`config.mk`:
```
export PLATFORM = sky130hd
export DESIGN_NAME = exmem_stage
export DESIGN_NICKNAME = d
export VERILOG_FILES = /design/src/rtl/exmem_stage.sv
export SDC_FILE = /design/constraint.sdc
export NUM_CORES = 1
export LEC_CHECK = 0
export CAP_MARGIN = 20
export CORE_AREA = 2 2 235 237
export DETAILED_ROUTE_END_ITERATION = 8
export DIE_AREA = 0 0 237 239
export GPL_TIMING_DRIVEN = 0
export PLACE_DENSITY = 0.73
export REMOVE_ABC_BUFFERS = 1
export SLEW_MARGIN = 10
export SYNTH_ARGS = -nofsm -noshare
export SYNTH_HDL_FRONTEND = slang
export SYNTH_SLANG_ARGS = --single-unit
```
`constraint.sdc`:
```
create_clock -name clk -period 5.36 [get_ports clk]
set_input_delay 1.608 -clock clk [delete_from_list [all_inputs] [get_ports clk]]
set_output_delay 1.608 -clock clk [all_outputs]
set_load 0.01 [all_outputs]
```
`src/rtl/exmem_stage.sv`:
```
// exmem_stage: pipeline register between execute and memory.
// Decodes the ALU opcode into memory and register-write controls,
// rewrites the result for jumps, and raises a one-cycle redirect for
// taken control flow.
// Build option: define EXMEM_SKID_EN for a two-entry skid buffer with a
// registered in_ready; leave it undefined for a single pipeline register
// whose in_ready depends combinationally on out_ready.
module exmem_stage (
    input  logic        clk,
    input  logic        reset,
    input  logic        flush,
    input  logic        in_valid,
    output logic        in_ready,
    input  logic [7:0]  in_instruction,
    input  logic [63:0] in_result,
    input  logic [63:0] in_rs1,
    input  logic [63:0] in_rs2,
    input  logic [63:0] in_imm,
    input  logic [63:0] in_pc,
    input  logic [4:0]  in_rd,
    output logic        out_valid,
    input  logic        out_ready,
    output logic [7:0]  out_instruction,
    output logic [63:0] out_result,
    output logic [63:0] out_store_data,
    output logic [4:0]  out_rd,
    output logic [63:0] out_pc,
    output logic        out_mem_read,
    output logic        out_mem_write,
    output logic        out_reg_write,
    output logic        redirect_valid,
    output logic [63:0] redirect_target
);

    typedef struct packed {
        logic [7:0]  instr;
        logic [63:0] result;
        logic [63:0] storeData;
        logic [4:0]  rd;
        logic [63:0] pc;
        logic        memRead;
        logic        memWrite;
        logic        regWrite;
    } entry_t;

    entry_t      newEntry;
    entry_t      headEntry;
    logic        newTaken;
    logic [63:0] newTarget;
    logic        isStore;
    logic        isLoad;
    logic        isBranch;
    logic        isJal;
    logic        isJalr;
    logic        writesReg;
    logic        acceptEff;
    logic        leave;

    logic        redirectValid_q;
    logic [63:0] redirectTarget_q;

    // Decode the incoming opcode into the entry that will be stored.
    always_comb begin
        isStore   = in_instruction inside {[8'd43:8'd46]};
        isLoad    = in_instruction inside {[8'd59:8'd65]};
        isBranch  = in_instruction inside {[8'd47:8'd52]};
        isJal     = (in_instruction == 8'd53);
        isJalr    = (in_instruction == 8'd54);
        writesReg = (in_instruction <= 8'd42)
                  || (in_instruction inside {[8'd53:8'd56]})
                  || isLoad;

        newEntry           = '0;
        newEntry.instr     = in_instruction;
        newEntry.result    = (isJal || isJalr) ? (in_pc + 64'd4) : in_result;
        newEntry.storeData = isStore ? in_rs2 : 64'd0;
        newEntry.rd        = in_rd;
        newEntry.pc        = in_pc;
        newEntry.memRead   = isLoad;
        newEntry.memWrite  = isStore;
        newEntry.regWrite  = writesReg && (in_rd != 5'd0);

        newTaken  = isBranch ? in_result[0] : (isJal || isJalr);
        newTarget = isJalr ? ((in_rs1 + in_imm) & ~64'd1) : (in_pc + in_imm);
    end

    assign acceptEff = in_valid && in_ready && !flush;
    assign leave     = out_valid && out_ready;

    // Redirect pulses the cycle after a taken entry is accepted; flush cancels it.
    always_ff @(posedge clk) begin
        if (reset) begin
            redirectValid_q  <= 1'b0;
            redirectTarget_q <= 64'd0;
        end else begin
            redirectValid_q <= acceptEff && newTaken;
            if (acceptEff && newTaken) begin
                redirectTarget_q <= newTarget;
            end
        end
    end

`ifdef EXMEM_SKID_EN
    entry_t [1:0] slot_q;
    entry_t [1:0] slot_d;
    logic [1:0]   count_q;
    logic [1:0]   count_d;
    logic         inReady_q;

    // Next-state of the two-entry queue: pop shifts slot 1 down, push fills the first free slot.
    always_comb begin
        slot_d  = slot_q;
        count_d = count_q;
        if (flush) begin
            count_d = 2'd0;
        end else begin
            if (leave) begin
                slot_d[0] = slot_q[1];
                count_d   = count_q - 2'd1;
            end
            if (acceptEff) begin
                slot_d[count_d[0]] = newEntry;
                count_d            = count_d + 2'd1;
            end
        end
    end

    // Queue storage, occupancy and the registered ready flag.
    always_ff @(posedge clk) begin
        if (reset) begin
            slot_q    <= '0;
            count_q   <= 2'd0;
            inReady_q <= 1'b1;
        end else begin
            slot_q    <= slot_d;
            count_q   <= count_d;
            inReady_q <= (count_d < 2'd2);
        end
    end

    assign in_ready  = inReady_q;
    assign out_valid = (count_q != 2'd0);
    assign headEntry = slot_q[0];
`else
    entry_t entry_q;
    entry_t entry_d;
    logic   valid_q;
    logic   valid_d;

    // Next-state of the single register: flush empties, accept reloads, leave empties.
    always_comb begin
        entry_d = entry_q;
        valid_d = valid_q;
        if (flush) begin
            valid_d = 1'b0;
        end else if (acceptEff) begin
            entry_d = newEntry;
            valid_d = 1'b1;
        end else if (leave) begin
            valid_d = 1'b0;
        end
    end

    // Single pipeline register.
    always_ff @(posedge clk) begin
        if (reset) begin
            entry_q <= '0;
            valid_q <= 1'b0;
        end else begin
            entry_q <= entry_d;
            valid_q <= valid_d;
        end
    end

    assign in_ready  = !valid_q || out_ready;
    assign out_valid = valid_q;
    assign headEntry = entry_q;
`endif

    assign out_instruction = headEntry.instr;
    assign out_result      = headEntry.result;
    assign out_store_data  = headEntry.storeData;
    assign out_rd          = headEntry.rd;
    assign out_pc          = headEntry.pc;
    assign out_mem_read    = headEntry.memRead;
    assign out_mem_write   = headEntry.memWrite;
    assign out_reg_write   = headEntry.regWrite;
    assign redirect_valid  = redirectValid_q;
    assign redirect_target = redirectTarget_q;

endmodule
```
# == Yosys cells after proc, flatten, opt, wreduce, memory -nomap -nowiden ==
# Cells that the tools add are included.
# word_totals
inputBits,338
elab_cells,51
register_bits,274
# classes
reduce_logical,19
addsub,3
magnitude_cmp,9
mux,6
bitwise,1
n_eq_ne,2
# op_table
op,count
$mux W64,3
$add A64 B64 Y64,2
$add A64 B3 Y64 const B,1
$ge A8 B6 Y1 const B,4
$le A8 B6 Y1 const B,4
$eq A8 B6 Y1 const B,2
$logic_and A1 B1 Y1,9
$le A8 B7 Y1 const B,1
$reduce_bool A5 Y1,1
$logic_or A1 B1 Y1,4
$mux W1,3
$logic_not A1 Y1,2
$reduce_and A2 Y1,1
$reduce_bool A2 Y1,1
$reduce_or A2 Y1,1
$not A1 Y1,1

# == Longest topological paths before layout ==
# logic_depth
word_depth,5
mapped_depth,13

# == Least setup slack after synthesis ==
# OpenSTA, ideal clock, no wires.
# synth_timing
path_kind,input to register
from,input in_imm[0]
to,register redirectTarget_q[60] (netlist: redirect_target[60])
setup_time_ps,87
path_buffers,0
stages,13
path_slack_ps,684
t_arrival_ps,4589
cell_sequence,and2_1 > fa_1 > a21o_1 > a311o_1 > nand3b_1 > a211oi_1 > or4_1 > a31o_1 > a221o_1 > a21oi_1 > o21ai_1 > xnor2_1 > a221oi_2
# synth_via
elab_chain_len,2
# synth_lines
item,line,text
start: declaration,18,"input logic [63:0] in_imm,"
$add A64 B64 Y64,84,newTarget = isJalr ? ((in_rs1 + in_imm) & ~64'd1) : (in_pc + in_imm);
$mux W64 (*),84,
end signal: assignment,98,redirectTarget_q <= newTarget;
end: declaration,60,logic [63:0] redirectTarget_q;
# Every way passes the cells marked *; elsewhere a longest branch is shown, timed or not.
# A chain may end at the register's enable or synchronous reset.

# == Final worst setup path ==
# layout_timing
from,input in_pc[14]
to,register redirectTarget_q[60] (netlist: redirect_target[60])
# layout_via
elab_chain_len,2
# layout_lines
item,line,text
start: declaration,19,"input logic [63:0] in_pc,"
$add A64 B64 Y64,84,
$mux W64,84,
# Every way passes these cells.

==> metrics.cfg <==
[clock_tree]
clock_latency_ns=0.56
cts_buffer_depth=3
clock_sinks=274
clock-root-buffer=clkbuf_16
cts_tree=built
numCtsBuffers=34
htreeDepth=2
clk_pin_slew_ns=0.06

[power_and_ir_drop]
leakage_nw=10.0
p_per_area_nw_per_um2=233
vdd_drop_max_mv=0.227

[global_route]
gr-total-overflow=0
grt_max_degree=116
antenna_found_initial=17
grt_usage_pct=27.7
first_global_vias=19900
grt_pass1_wl_um=121000

[drt]
ant_nets=0
avgViaCountPerCell=5.57
drc=0
avgRoutedWirePerCell_um=21.8
num_vias=21100
dr.first_iter.drc_count=1352
drtPass1Iterations=7
routed_wl_um=82600

[cells_and_area]
stdcell_area_um2=27000
syn2layout_area_growth_pct=43.8
fin_util_pct=49.6
finalNetCount=3518
layout-drive-gt1-share_pct=4.49
fillCellCount=5303

[hold_path]
hold_class=register to register

[floorplanning]
start_util_pct=34.5
boundaryPins=613
die_x_um=237
fp-row-count=86
die_height_um=239
fp.dieArea_um2=56600
core-area_um2=54300

[sta]
worst_slew_pin_slew_ns=0.858
drv_slew=0
holdWs_ns=0.452
max_freq_mhz=192
fin_skew_ns=0.0297
finalSetupViolations=0
timing.slew.headroom_pct=42.5
layout_setup_ws_ns=0.165
fin_crit_ns=5.20
hold_viol_final=0
finalCritPeriodShare_pct=96.9

[placement]
place_area_um2=25800
io_buffers=612
pre_cts_slack_ns=-0.933
gp_congestion=0.941
dpl.hpwl_um=65900

[synthesis]
synth_top_area_share_pct=29.3
syn_area_um2=18700
ys.flop_type=dfxtp_1
ys_warn_count=0
syn_inst=2524
synth-edff-count=0
synth_cell_type_count=77
synth.area.top_cells=dfxtp_1 (29%), a21oi_1 (9.3%), ha_1 (8.4%)
seq_area_frac_synth_pct=29.3
async_flop_share_pct=0
syn_area_per_cell_um2=7.43
synth_seq_cells=274
synthMostInstantiatedCell=nand2_1
synth_commonest_cells=nand2_1 (351), a21oi_1 (350), nor2_1 (284)
yosys.area.top_type=dfxtp_1

[setup_path]
path_class=input pin to register
critical_path_arrival_ns=5.67
critPathCaptureType=register
crit_fanout=6
start_kind=input pin
crit_required_ns=5.84

[outcome]
status=finished clean

[job]
cap_violations=0

final timing paths:
| kind | from | to | slack (ns) | cells after the start |
|---|---|---|---|---|
| setup / recovery | in_pc[14] | redirect_target[60] | 0.16 | 13 |
| hold / removal | out_result[18] | out_result[18] | 0.45 | 2 |
| setup reg to reg | out_valid | redirect_target[61] | 1.46 | 17 |
| hold reg to reg | out_result[18] | out_result[18] | 0.45 | 2 |
layout make-up:
class	count	area [um2]	share of cell area, %
timing repair buffer	651	6720	24.9
clock buffer	46	987	3.66
sequential	274	5490	20.3
tap	704	881	3.27
antenna	6	15.0	0.0557
clock inverter	14	141	0.524
multi-input combinational	2053	12600	46.7
inverter	38	143	0.529
logic make-up (layout without fill, tap and decap cells):
kind of cell | count (synthesis) | in the layout | share of synthesized area, %
XOR/XNOR | 182 | 182 | 8.50
other | 0 | 6 | 0
AO/OA/AOI/OAI | 868 | 868 | 29.0
flip-flops | 274 | 274 | 29.3
multiplexers | 4 | 4 | 0.214
buffers and inverters | 198 | 749 | 4.00
AND/OR/NAND/NOR | 870 | 871 | 20.4
adder cells (fa/ha/maj) | 128 | 128 | 8.62
layer usage:
metal | vias up | GRT usage [%] | share of wire [%]
li1 | 10200 | - | -
met1 | 9843 | 32.6 | 39
met2 | 856 | 48.4 | 48
met3 | 178 | 7.84 | 9.0
met4 | 24 | 9.38 | 3.6
met5 | - | 0 | 0.19
worst max-delay path, stage by stage:
cell and delay (ns):
clkdlybuf4s50_1 0.63, ha_1 0.50, nand2_2 0.13, or4_1 0.48, or3_4 0.38, a311oi_2 0.37
a211oi_1 0.24, nor4_2 0.40, o21ai_1 0.21, o21ai_1 0.19, a21oi_1 0.10, xor2_1 0.16
a221oi_2 0.26
metrics by stage:
stage                     cells  setup TNS [ns]  total power, mW
after floorplan            2364         -933.27             3.14
after global placement     3680        -2694.12             3.92
after detailed placement   3716          -17.25             3.92
after CTS                  3777               0             6.31
after global routing       3780         -0.0132             6.56
final                      3786               0             6.29
timing repair:
action / in CTS / in global routing
hold buffers: 0 / 0
setup endpoints to repair: 9 / 13
pin swaps: 1 / 1
cloned: 1 / 0
resized for setup: 1 / 5
buffers inserted: 0 / 3
registers in the layout, summed over array words and instances (netlist names):
register	count
out_pc	64
out_rd	5
out_mem_write	1
out_result	64
redirect_target	64
redirect_valid	1
out_store_data	64
out_valid	1
out_instruction	8
out_reg_write	1
out_mem_read	1
report_power, final:
part           internal, mW  switching [mW]  leakage [nW]
combinational         0.802           0.990          7.26
sequential             2.09          0.0269          2.22
clock                  1.40           0.985         0.564
layout by cell type, fill, tap and decap left out, drive strengths merged, types with 29 or more instances in the layout:
master / synthesis / routed
a21oi: 350 / 350
nor2: 285 / 286
xnor2: 94 / 94
nand2: 353 / 353
xor2: 88 / 88
nand4: 53 / 53
clkbuf: 146 / 46
o21ai: 141 / 141
a22oi: 67 / 67
clkdlybuf4s50: 0 / 611
a211oi: 79 / 79
o211ai: 29 / 29
nand3: 52 / 52
buf: 14 / 40
dfxtp: 274 / 274
a21o: 61 / 61
inv: 38 / 40
ha: 126 / 126
No activity file was read; power rests on OpenSTA's default activity.
